### config.mk
export PLATFORM = sky130hd
export DESIGN_NAME = tx_scheduler
export DESIGN_NICKNAME = d
export VERILOG_FILES = /design/src/rtl/tx_pkg.sv /design/src/rtl/rr_arbiter.sv /design/src/rtl/tx_scheduler.sv
export SDC_FILE = /design/constraint.sdc
export NUM_CORES = 1
export LEC_CHECK = 0
export BUFFER_PORTS_ARGS = -buffer_cell sky130_fd_sc_hd__buf_4
export CORE_ASPECT_RATIO = 0.8
export CORE_MARGIN = 2
export CORE_UTILIZATION = 40
export CTS_BUF_LIST = sky130_fd_sc_hd__clkbuf_4
export DETAILED_ROUTE_END_ITERATION = 16
export GPL_ROUTABILITY_DRIVEN = 0
export GPL_TIMING_DRIVEN = 0
export PLACE_DENSITY_LB_ADDON = 0.12
export SYNTH_ARGS = -nofsm -noshare
export SYNTH_HDL_FRONTEND = slang
export SYNTH_SLANG_ARGS = --single-unit
### constraint.sdc
create_clock -name clk -period 2.1 [get_ports clk]
set_input_delay 0.21 -clock clk [delete_from_list [all_inputs] [get_ports clk]]
set_output_delay 0.21 -clock clk [all_outputs]
set_load 0.1 [all_outputs]
### src/rtl/tx_pkg.sv
// Shared types and limits for the serial transmit path.
// Latency: n/a (declarations only).
// Backpressure: n/a.
package tx_pkg;

    typedef enum logic [1:0] {
        IDLE = 2'd0,
        SEND = 2'd1,
        WAIT = 2'd2
    } tx_state_t;

    // Payload width of the serial transmitter.
    localparam int TX_DATA_W = 7;

    // Start bit + 8 data/parity bits + stop bit + 1 turnaround cycle.
    localparam int TX_FRAME_MIN = 11;

endpackage

### src/rtl/rr_arbiter.sv
// Combinational round-robin pick: first set request searching ptr, ptr+1, ... with wrap.
// Latency: 0 cycles (pure combinational).
// Backpressure: none; the caller decides when to consume the pick.
module rr_arbiter #(
    parameter int NUM_REQ = 4,
    parameter int IDX_W   = $clog2(NUM_REQ)
) (
    input  logic [NUM_REQ-1:0] req,
    input  logic [IDX_W-1:0]   ptr,
    output logic               any,
    output logic [IDX_W-1:0]   idx
);

    logic [NUM_REQ-1:0] rot;

    // Rotate so the search start sits at bit 0, take the lowest set bit, then undo the rotation.
    always_comb begin
        int sum;
        sum = 0;
        any = 1'b0;
        idx = '0;
        rot = NUM_REQ'({req, req} >> ptr);
        for (int k = 0; k < NUM_REQ; k++) begin
            if (!any && rot[k]) begin
                any = 1'b1;
                sum = int'(ptr) + k;
                if (sum >= NUM_REQ) begin
                    sum = sum - NUM_REQ;
                end
                idx = IDX_W'(sum);
            end
        end
    end

endmodule

### src/rtl/tx_scheduler.sv
// Round-robin scheduler sharing one serial transmitter; times each frame plus idle gap itself.
// Latency: request seen in an IDLE cycle -> tx_start/req_ack on the next cycle.
// Backpressure: requesters hold valid+data until req_ack; no grants while busy or enable is low.
module tx_scheduler
    import tx_pkg::*;
#(
    parameter int NUM_REQ      = 4,
    parameter int DATA_W       = 7,
    parameter int FRAME_CYCLES = 11,
    parameter int GAP_CYCLES   = 0
) (
    input  logic                        clk,
    input  logic                        rstn,
    input  logic                        enable,
    input  logic [NUM_REQ-1:0]          req_valid,
    input  logic [NUM_REQ*DATA_W-1:0]   req_data,
    output logic [NUM_REQ-1:0]          req_ack,
    output logic                        tx_start,
    output logic [DATA_W-1:0]           tx_data,
    output logic [$clog2(NUM_REQ)-1:0]  grant_id,
    output logic                        busy,
    output logic                        frame_done
);

    localparam int IDX_W = $clog2(NUM_REQ);
    localparam int TOTAL = FRAME_CYCLES + GAP_CYCLES;
    localparam int CNT_W = $clog2(TOTAL);
    localparam logic [CNT_W-1:0] CNT_LOAD = CNT_W'(TOTAL - 1);

    if (FRAME_CYCLES < TX_FRAME_MIN) begin : g_frame_chk
        $error("tx_scheduler: FRAME_CYCLES below transmitter frame length");
    end
    if (DATA_W != TX_DATA_W) begin : g_width_chk
        $error("tx_scheduler: DATA_W must match transmitter width");
    end
    if (NUM_REQ < 2 || NUM_REQ > 16) begin : g_req_chk
        $error("tx_scheduler: NUM_REQ out of range 2..16");
    end

    tx_state_t          state;
    tx_state_t          state_nxt;
    logic [IDX_W-1:0]   ptr;
    logic [CNT_W-1:0]   cnt;
    logic               arb_any;
    logic [IDX_W-1:0]   arb_idx;
    logic               grant;
    logic [DATA_W-1:0]  req_arr [NUM_REQ];

    for (genvar i = 0; i < NUM_REQ; i++) begin : g_unpack
        assign req_arr[i] = req_data[i*DATA_W +: DATA_W];
    end

    rr_arbiter #(
        .NUM_REQ (NUM_REQ),
        .IDX_W   (IDX_W)
    ) u_arb (
        .req (req_valid),
        .ptr (ptr),
        .any (arb_any),
        .idx (arb_idx)
    );

    // Arbitration result only matters in IDLE; enable gates new grants but never an active frame.
    assign grant = (state == IDLE) && enable && arb_any;

    // State register; reset aborts any frame in flight.
    always_ff @(posedge clk or negedge rstn) begin
        if (!rstn) begin
            state <= IDLE;
        end else begin
            state <= state_nxt;
        end
    end

    // Next state: one SEND cycle, then WAIT until the frame+gap counter drains.
    always_comb begin
        state_nxt = state;
        case (state)
            IDLE:    if (grant) state_nxt = SEND;
            SEND:    state_nxt = WAIT;
            WAIT:    if (cnt == '0) state_nxt = IDLE;
            default: state_nxt = IDLE;
        endcase
    end

    // Registered outputs, pointer and frame counter; pulses default low every cycle.
    always_ff @(posedge clk or negedge rstn) begin
        if (!rstn) begin
            tx_start   <= 1'b0;
            tx_data    <= '0;
            req_ack    <= '0;
            grant_id   <= '0;
            busy       <= 1'b0;
            frame_done <= 1'b0;
            ptr        <= '0;
            cnt        <= '0;
        end else begin
            tx_start   <= 1'b0;
            req_ack    <= '0;
            frame_done <= 1'b0;
            case (state)
                IDLE: begin
                    if (grant) begin
                        grant_id <= arb_idx;
                        tx_data  <= req_arr[arb_idx];
                        tx_start <= 1'b1;
                        req_ack  <= NUM_REQ'(1) << arb_idx;
                        busy     <= 1'b1;
                        cnt      <= CNT_LOAD;
                        ptr      <= (arb_idx == IDX_W'(NUM_REQ - 1)) ? '0 : arb_idx + 1'b1;
                    end
                end
                SEND: begin
                    cnt <= cnt - 1'b1;
                end
                WAIT: begin
                    if (cnt == '0) begin
                        busy <= 1'b0;
                    end else begin
                        cnt <= cnt - 1'b1;
                    end
                    // Raise frame_done for the cycle in which the counter sits at zero.
                    frame_done <= (cnt == CNT_W'(1));
                end
                default: begin
                    busy <= 1'b0;
                end
            endcase
        end
    end

endmodule
==> After elaboration in Yosys (flattened, before gate mapping) <==
Cells that the tools add are included.
{ "op_classes": {"n_mux": 30, "n_shift": 2, "n_reduce_logical": 15, "bitwise_logic": 2, "n_addsub": 9, "eq_ne": 7, "order_cmp": 5} }
{ "op_table": {"columns": ["cell", "n"], "rows": [
  ["$mux W2", 11],
  ["$mux W4", 4],
  ["$bmux W7 S2", 1],
  ["$mux W7", 2],
  ["$ge A3 B3 Y1 const B", 4],
  ["$pmux W4 S3", 1],
  ["$mux W1", 9],
  ["$shr A8 B2 Y4", 1],
  ["$sub A2 B1 Y2 const B", 4],
  ["$add A2 B2 Y3 const B", 2],
  ["$ne A2 B2 Y1 const B", 3],
  ["$pmux W2 S3", 1],
  ["$reduce_and A3 Y1", 2],
  ["$logic_and A1 B1 Y1", 5],
  ["$eq A2 B2 Y1 const B", 2],
  ["$eq A4 B1 Y1 const B", 1],
  ["$logic_not A4 Y1", 1],
  ["$reduce_and A2 Y1", 2],
  ["$shl A1 B2 Y4 const A", 1],
  ["$sub A4 B1 Y4 const B", 1],
  ["$add A2 B1 Y3 const B", 1],
  ["$ge A2 B3 Y1 const B", 1],
  ["$logic_not A1 Y1", 3],
  ["$not A2 Y3", 1],
  ["other kinds (6)", 6]
]} }
{ "word_totals": {"regBits": 24, "output_inout_bits": 16} }

==> Logic depth before layout (Yosys ltp) <==
{ "logic_depth": {"depth_word": 15, "ltp_mapped": 10, "ltp_nobuf": 7} }

==> Cells and area by module <==
Synthesis repeated with hierarchy kept, for this count alone.
{ "unflattened": {"cells_unflattened": 125, "area_unflattened_um2": 1357.6} }
{ "modules_own_cells": {"columns": ["mod", "n_inst", "cells_each", "area_per_inst_um2", "seq_area_each_um2"], "rows": [
  ["tx_scheduler", 1, 113, 1283.7, 600.6],
  ["rr_arbiter", 1, 12, 73.8, 0.0]
]} }

==> Worst setup path before layout <==
No wires, ideal clock.
{ "synth_path": {"kind": "reg-to-reg", "from": "register cnt[0]", "to": "register busy", "path_stages_with_launch": 8, "required_ps": 1975, "setup_slack_ps": 305, "t_arrival_ps": 1669, "path_buffers": 0, "cell_sequence": "dfrtp_1 -> inv_1 -> ha_1 -> nor3b_1 -> nor2b_1 -> a21oi_1 -> nor2b_1 -> mux2_2"} }
{ "synth_between": {"elab_chain_cells": 3} }
{ "synth_rtl": {"columns": ["item", "line_no", "text"], "rows": [
  ["from (decl)", "tx_scheduler.sv:43", "logic [CNT_W-1:0] cnt;"],
  ["from (signal assigned)", "tx_scheduler.sv:114", "cnt <= cnt - 1'b1;"],
  ["from (signal assigned)", "tx_scheduler.sv:120", "cnt <= cnt - 1'b1;"],
  ["$logic_not A4 Y1", "tx_scheduler.sv:117", "if (cnt == '0) begin"],
  ["$ne A2 B2 Y1 (no source line)", null, null],
  ["$reduce_and A3 Y1 (no source line)", null, null],
  ["to (signal assigned)", "tx_scheduler.sv:108", "busy <= 1'b1;"],
  ["to (signal assigned)", "tx_scheduler.sv:118", "busy <= 1'b0;"],
  ["to (signal assigned)", "tx_scheduler.sv:126", "busy <= 1'b0;"],
  ["to (decl)", "tx_scheduler.sv:21", "output logic busy,"]
]} }
Every way passes these cells.
A chain may end at the register's enable or synchronous reset.

==> Worst setup path after layout <==
{ "layout_path": {"from": "register ptr[1]", "to": "register ptr[1]"} }
{ "layout_between": {"elab_chain_cells": 13, "word_cells_on_any_way": 35, "cone_classes": "add/sub (8); order compare (4); eq/ne (1); shift (1); mux (13); reduce/logical (8)"} }
{ "layout_rtl": {"columns": ["item", "line_no", "text"], "rows": [
  ["from (decl)", "tx_scheduler.sv:42", "logic [IDX_W-1:0] ptr;"],
  ["from (signal assigned)", "tx_scheduler.sv:110", "ptr <= (arb_idx == IDX_W'(NUM_REQ - 1)) ? '0 : arb_idx + 1'b1;"],
  ["branches (longest 13 deep; another with $add A2 B1 Y3)", null, null]
]} }
Several ways; the timed one is not identified.

==> metrics <==
outcome finished, final reports clean; Synth top area share 0.441; CTS tree yes; first-pass GRT wire length 5690 um; Post-Syn Instances 142; Initial Util 0.429; total die area a little under 4000 um^2; Post-synth EDFFs 0; layout cell share with drive strength beyond 1 0.335; start point of the worst hold path req_data[23]; Synth area leaders dfrtp_1, a211oi_1, ha_1; postcts setup bufs 0; P_leak 0.912 nW; worst min-delay path category input port to register; Clock Path Buffers 2; Highest Clock Rate ~510 MHz; Critical Path Source Type register; Fin. Hold Viols 0; Yosys top cell by area dfrtp_1; Num Clock Sinks 24; Worst Clk Skew 0.00493 ns; Max-slew headroom 0.513; period utilization 0.925; post-route setup slack 0.157 ns; setup TNS 0 ns; critical register-to-register path endpoint ptr[1]; max cap viols 0; CP Capture Type register; Overflow after GRT 0; count of different cell masters after synthesis 31; width of the die between 60 and 70 um; ANT cells 0; critical path type register to register; Design Area, Final about 1900 um^2; Chip Height 56.2 um; Vias 1258; Async S/R FF share, synth 1.00; CTS buffer count 3; WL final about 3300 um; initial antenna violation count 0; Final Critical Period 1.94 ns; Seq cells post-synth 24; synthesis warning total 0; R2R depth 10; Hold Path Stages 3; largest net degree at the start of global routing 25; Worst-path clk slew 0.14 ns; Top FF cell, synth dfrtp_1; Final Slew Violations 0; Overall Global Routing Usage 0.179; post-detail-place hpwl about 2500 um; PortBufs 50; Worst-Skew Late Latency between 0.3 and 0.4 ns; Least-Margin Pin Slew 0.722 ns; Post-route DRC 0; Critical Path RT between 2 and 2.5 ns; top cells by count, synth dfrtp_1, nand2_1, a211oi_1, nor2_1, nor3_1; Vias/cell 5.31; Final nets between 200 and 250; VDD IR max ~1000 uV; Area after DPL 1790 um^2; vias in the first global route between 1000 and 1500; root buffer cell clkbuf_4; register area share after synthesis 0.441; post-synthesis net count roughly 190; DP Worst Slack between 0.07 and 0.08 ns; Hold EP tx_data[2]; area grow syn2layout 36.5%; Crit Path Max Fanout 10; Setup violations, final 0; core footprint 3180 um^2; drt wl/cell 13.8 um; H-tree levels 1; worst reg2reg setup slack 0.16 ns; Cell Area, Synth 1360 um^2; Critical R2R Launch ptr[1]; syn avg cell area 9.60 um^2; Power Dens Cells 1610 nW/um^2; router iterations before antenna repair 4; drt initial violations 68; most common cell in the netlist dfrtp_1; Ports 51; RSZ-0062 raised after global routing no; Rows 18; arrival time of the worst setup path between 2 and 2.5 ns; ANT nets after route 0
stage by stage:
step                      instances  utilization  power [mW]  hold WS [ns]
after floorplan                 142            -        2.22       -0.0856
after global placement          232        0.563        2.62         0.126
after detailed placement        232        0.563        2.66         0.133
after CTS                       237        0.583        3.00         0.203
after global routing            237        0.586        3.19         0.209
final                           237        0.586        3.00         0.210
kinds of logic (layout without fill, tap and decap cells):
logic type	after synthesis	in the layout	synth area share
compound gates	33	33	0.177
mux	9	9	0.0670
fa+ha+maj	8	8	0.0735
flops	24	24	0.441
buf+inv	12	67	0.0413
simple gates	56	56	0.200
critical path, stage by stage, from the launching register on:
cell and delay (ns):
dfrtp_1 0.40, buf_4 0.16, mux2i_1 0.12, or2_1 0.21, nand3_1 0.08, buf_4 0.21
buf_4 0.19, inv_1 0.08, ha_1 0.29, nand2_1 0.06, nand2_1 0.05
timing repair:
action,4_1_cts,5_1_grt
hold buffers,1,0
hold endpoints to repair,24,0
resized for setup,0,2
endpoints found under the setup margin,0,1
cells in the final DEF (no fill, tap or decap), types with 4 or more instances in the layout:
| cell type | Yosys | layout |
|---|---|---|
| nand2_1 | 15 | 15 |
| o21ai_0 | 7 | 7 |
| ha_1 | 8 | 8 |
| nor2_1 | 14 | 14 |
| buf_4 | 3 | 53 |
| mux2i_1 | 8 | 8 |
| inv_1 | 7 | 7 |
| nor3_1 | 10 | 10 |
| dfrtp_1 | 24 | 24 |
| a21oi_1 | 5 | 4 |
| a211oi_1 | 14 | 14 |
how the worst max path moves through the flow:
stage,depth (start not counted),end,slack (ns),from
after floorplan,7,busy,0.31,cnt[0]
after global routing,7,tx_data[4],0.02,state[0]
after CTS,7,busy,0.05,cnt[0]
after detailed placement,7,busy,0.08,cnt[0]
after global placement,7,busy,0.10,cnt[0]
final,10,ptr[1],0.16,ptr[1]
power breakdown:
part           leakage (nW)  switching (mW)  internal (mW)  total (mW)
logic                 0.593            1.37          0.522        1.89
clock network        0.0279           0.146          0.193       0.339
registers             0.291           0.119          0.644       0.763
layer usage:
layer / vias to the layer above / share of wire / track usage
li1: 621 / - / -
met1: 607 / 0.47 / 0.238
met2: 28 / 0.47 / 0.298
met3: 2 / 0.053 / 0.0525
met4: 0 / 0.0046 / 0.0252
met5: - / 0 / 0
flip-flops by register name (all words and copies together), names as in the netlist:
signal,cells
state,2
cnt,4
busy,1
grant_id,2
ptr,2
tx_data,7
tx_start,1
req_ack,4
frame_done,1
cell type report:
cell class / instances / area, um^2
flip-flops and latches: 24 / 601
plain buffers: 4 / 26.3
well taps: 40 / 50.0
clock inverters: 1 / 30.0
multi-input cells: 106 / 714
inverters: 8 / 30.0
fillers: 305 / 1320
clock buffers: 3 / 22.5
repair buffers: 51 / 385
Power figures use the tool's default switching activity.
